--- config.mk ---
export PLATFORM = sky130hd
export DESIGN_NAME = prio_encoder_rr
export DESIGN_NICKNAME = d
export VERILOG_FILES = /design/src/rtl/prio_encoder_rr.sv
export SDC_FILE = /design/constraint.sdc
export NUM_CORES = 1
export LEC_CHECK = 0
export BUFFER_PORTS_ARGS = -buffer_cell sky130_fd_sc_hd__buf_2
export CORE_MARGIN = 2
export CORE_UTILIZATION = 30
export DETAILED_ROUTE_END_ITERATION = 6
export PLACE_DENSITY = 0.49
export SKIP_CTS_REPAIR_TIMING = 1
export SLEW_MARGIN = 20
export SYNTH_ARGS = -nofsm -noshare
export SYNTH_HDL_FRONTEND = slang
export SYNTH_SLANG_ARGS = --single-unit
--- constraint.sdc ---
create_clock -name clk -period 8.14 [get_ports clk]
set_clock_uncertainty 0.15 [all_clocks]
set_input_delay 0.814 -clock clk [delete_from_list [all_inputs] [get_ports clk]]
set_output_delay 0.814 -clock clk [all_outputs]
set_load 0.05 [all_outputs]
--- src/rtl/prio_encoder_rr.sv ---
// N-to-log2(N) priority encoder, fixed or round-robin. Grant is registered with one cycle of latency.
// The output slot holds while valid and not ready, or while en is low. req is ignored whenever it holds.
module prio_encoder_rr #(
    parameter  int N     = 16,
    localparam int IDX_W = $clog2(N)
) (
    input  logic             clk,
    input  logic             rst_n,
    input  logic             en,
    input  logic             mode,
    input  logic [N-1:0]     req,
    input  logic             out_ready,
    output logic             out_valid,
    output logic [IDX_W-1:0] out_idx,
    output logic [N-1:0]     out_onehot,
    output logic             out_multi
);

    logic [IDX_W-1:0] ptr;
    logic [IDX_W-1:0] fix_idx;
    logic [IDX_W-1:0] rr_hi_idx;
    logic [IDX_W-1:0] rr_lo_idx;
    logic             rr_hi_found;
    logic [IDX_W-1:0] grant_idx;
    logic [N-1:0]     grant_onehot;
    logic             req_any;
    logic             req_multi;
    logic             slot_free;
    logic             capture;

    assign slot_free = !out_valid || out_ready;
    assign capture   = en && slot_free;
    assign req_any   = |req;
    assign req_multi = |(req & (req - N'(1)));

    // Fixed priority: the last set bit seen while scanning upward is the highest.
    always_comb begin
        fix_idx = '0;
        for (int k = 0; k < N; k++) begin
            if (req[k]) begin
                fix_idx = IDX_W'(k);
            end
        end
    end

    // Round-robin: lowest set bit at or above ptr, otherwise wrap to the lowest set bit overall.
    always_comb begin
        rr_hi_found = 1'b0;
        rr_hi_idx   = '0;
        rr_lo_idx   = '0;
        for (int k = N - 1; k >= 0; k--) begin
            if (req[k]) begin
                rr_lo_idx = IDX_W'(k);
            end
            if (req[k] && (k >= int'(ptr))) begin
                rr_hi_found = 1'b1;
                rr_hi_idx   = IDX_W'(k);
            end
        end
    end

    always_comb begin
        grant_idx    = mode ? (rr_hi_found ? rr_hi_idx : rr_lo_idx) : fix_idx;
        grant_onehot = N'(1) << grant_idx;
    end

    always_ff @(posedge clk or negedge rst_n) begin
        if (!rst_n) begin
            out_valid  <= 1'b0;
            out_idx    <= '0;
            out_onehot <= '0;
            out_multi  <= 1'b0;
        end else if (capture) begin
            if (req_any) begin
                out_valid  <= 1'b1;
                out_idx    <= grant_idx;
                out_onehot <= grant_onehot;
                out_multi  <= req_multi;
            end else begin
                out_valid  <= 1'b0;
                out_idx    <= '0;
                out_onehot <= '0;
                out_multi  <= 1'b0;
            end
        end
    end

    // ptr only advances on a real round-robin grant, so fixed mode leaves it untouched.
    always_ff @(posedge clk or negedge rst_n) begin
        if (!rst_n) begin
            ptr <= '0;
        end else if (capture && req_any && mode) begin
            ptr <= (grant_idx == IDX_W'(N - 1)) ? '0 : grant_idx + IDX_W'(1);
        end
    end

endmodule

==> results.sh <==
export IMPL_status="completed"
export IMPL_wl_per_cell_um=16.3
export IMPL_n_antenna_cell=0
export IMPL_std_cell_rows=29
export IMPL_multi_input_area_um2=1210
export IMPL_grt_pass1_vias=1834
export IMPL_syn_area_um2=1990
export IMPL_grt_max_degree=27
export IMPL_drv_cap=0
export IMPL_fin_ws_ps=4920
export IMPL_hold_viol=0
export IMPL_syn_instance_count=237
export IMPL_regArea_um2=651
export IMPL_finalWirelength_um=5680
export IMPL_fmax_mhz=310
export IMPL_synthAdderAreaFrac_pct=4.78
export IMPL_async_flop_share_pct=100
export IMPL_ys_flop_type="dfrtp_1"
export IMPL_ant_nets=0
export IMPL_tritoncts="built"
export IMPL_hp_class="flip-flop to flip-flop"
export IMPL_clk_pin_slew_ps=90
export IMPL_grt_pass1_wl_um=9230
export IMPL_coreArea_um2=6390
export IMPL_final_util_pct=35.9
export IMPL_grt_setup_unrepaired="no"
export IMPL_placed_cells_incl_taps=344
export IMPL_worst_pin_slew_ps=820
export IMPL_swShare_pct=48.8
export IMPL_dr_pass1_iters=4
export IMPL_yosysUniqueCellTypes=58
export IMPL_cts_sinks=26
export IMPL_synth_yosys_seq_area_share_pct=32.7
export IMPL_p_switching_w=0.000329
export IMPL_finalCritPeriodShare_pct=39.6
export IMPL_place_hpwl_um=4190
export IMPL_drc=0
export IMPL_drt_vias_per_instance=5.61
export IMPL_post_dp_cell_area_um2=2220
export IMPL_dr_first_iter_drc_count=77
export IMPL_p_clk_share_pct=15.6
export IMPL_cts_max_path_buffers=2
export IMPL_critPathMaxFanout=14
export IMPL_comb_power_share_pct=52.4
export IMPL_fin_tns_setup_ps=0
export IMPL_cts_root_buf="clkbuf_8"
export IMPL_drive_gt1_share_pct=23.6
export IMPL_pwr_density_cell_nw_per_um2=294
export IMPL_ios=43
export IMPL_arrival_ps=3240
export IMPL_stdcell_area_um2=2290
export IMPL_layout_cells_most_common="buf_2"
export IMPL_synthToLayoutAreaGrowth_pct=15.3
export IMPL_grt_remaining_overflow=0
export IMPL_start_util_pct=31.2
export IMPL_crit_type="flip-flop to flip-flop"
export IMPL_peakVddDrop_mv=0.178
export IMPL_dr_total_vias=1954
export IMPL_cts_htree_levels=1
export IMPL_insertion_delay_ps=270
export IMPL_cts_buffers=3
export IMPL_synth_xor_area_share_pct=0
export IMPL_p_leak_nw=1.05
export IMPL_stdcell_count=348
export IMPL_syn_nets=264
export IMPL_nets=299
export IMPL_yosysWarnings=0
export IMPL_yosys_mux_area_fraction_pct=0
export IMPL_io_buffer_count=42
export IMPL_p_int_w=0.000345
export IMPL_place_ws_ps=4740
export IMPL_final_max_slew_viol_count=0
export IMPL_die_y_um=85.4
export IMPL_synth_compound_area_share_pct=35.0
export IMPL_nFillCells=688
export IMPL_power_share_sequential_pct=32.0
export IMPL_yosys_register_bits=26
export IMPL_dieArea_um2=7300
export IMPL_setup_viol=0
export IMPL_start_kind="flip-flop"
export IMPL_avgSynthCellArea_um2=8.39
export IMPL_yosys_area_share_simple_pct=21.1
export IMPL_dieWidth_um=85.4
export IMPL_gp_congestion=0.878
export IMPL_critPathCaptureType="flip-flop"
export IMPL_required_ps=8150
export IMPL_antenna_found_initial=0
export IMPL_relSlewSlack_pct=44.8
export IMPL_synth_edff_count=0
export IMPL_track_usage_pct=15.4
export IMPL_fin_crit_ps=3220
export IMPL_synth_top_family_by_area="compound AO/OA/AOI/OAI gates"
export IMPL_layout_cells_most_common_list="buf_2 (42), dfrtp_1 (26), nor2_1 (24), o21ai_0 (20)"
## routing by layer
| layer | vias up | share of wire [%] | global-route usage [%] |
|---|---|---|---|
| met1 | 930 | 48 | 22.2 |
| met2 | 64 | 47 | 25.4 |
| met3 | 2 | 4.7 | 1.36 |
| li1 | 958 | - | - |
| met5 | - | 0 | 0 |
| met4 | 0 | 0.14 | 2.74 |
## critical path, cell delays in order, from the launching register on
cell	delay, ps
dfrtp_1	660
inv_1	260
o311ai_0	500
nand2_1	160
nor4_1	240
a21oi_1	130
a21oi_2	300
ha_1	280
ha_1	250
a22o_1	190
## final timing paths
kind / start / endpoint / slack [ps] / cells past startpoint
setup / recovery: ptr[3] / ptr[2] / 4920 / 9
hold / removal: out_idx[3] / out_idx[3] / 320 / 2
setup reg to reg: ptr[3] / ptr[2] / 4920 / 9
hold reg to reg: out_idx[3] / out_idx[3] / 320 / 2
max in group asynchronous: rst_n / ptr[1] / 7080 / 1
min in group asynchronous: rst_n / out_onehot[5] / 380 / 1
## sequential cells by signal (all words and copies together) (netlist names)
name / cells
out_idx: 4
out_multi: 1
out_onehot: 16
out_valid: 1
ptr: 4
## cells in the mapped netlist (3+ instances only)
cell type   n  area (µm²)
ha_1        6        75.1
or3_1       4        25.0
nor3_1      7        35.0
buf_4       3        22.5
clkbuf_1    4        15.0
a21oi_1    11        55.1
a21boi_0    4        30.0
o21ai_1     4        20.0
dfrtp_1    26         651
nand2b_1    4        25.0
buf_2       4        20.0
inv_1      11        41.3
nor2b_1     5        31.3
nor2_1     24        90.1
a22o_1     19         166
o31ai_1     3        22.5
o21ai_0    20         100
nand2_1    19        71.3
nand3_1     3        15.0
## layout make-up
| cell class | instances | area share [%] |
|---|---|---|
| clock buffers | 3 | 1.80 |
| clock inverters | 1 | 1.31 |
| inverters | 13 | 2.13 |
| multi-input cells | 185 | 52.7 |
| flip-flops and latches | 26 | 28.4 |
| well taps | 77 | 4.20 |
| repair buffers | 43 | 9.49 |
## through the flow
stage                     hold WS (ps)  power, W
after floorplan                    368  0.000486
after global routing               349  0.000721
after detailed placement           310  0.000570
final                              323  0.000674
after CTS                          331  0.000677
after global placement             305  0.000572
## power by group through the flow
stage,registers [W],clock network (W),logic (W)
2_1_floorplan,0.000277,0,0.000209
3_3_place_gp,0.000218,0,0.000355
3_5_place_dp,0.000217,0,0.000353
4_1_cts,0.000215,0.000108,0.000354
5_1_grt,0.000222,0.000115,0.000384
6_report,0.000216,0.000105,0.000353
## cells by family (layout without fill, tap and decap cells)
family                     Yosys count  after routing
and+or+nand+nor                     82             82
AOI/OAI and AO/OA                   95             95
buffers and inverters               26             60
DFF                                 26             26
adders and majority gates            8              8
No activity file was read; power rests on OpenSTA's default activity.
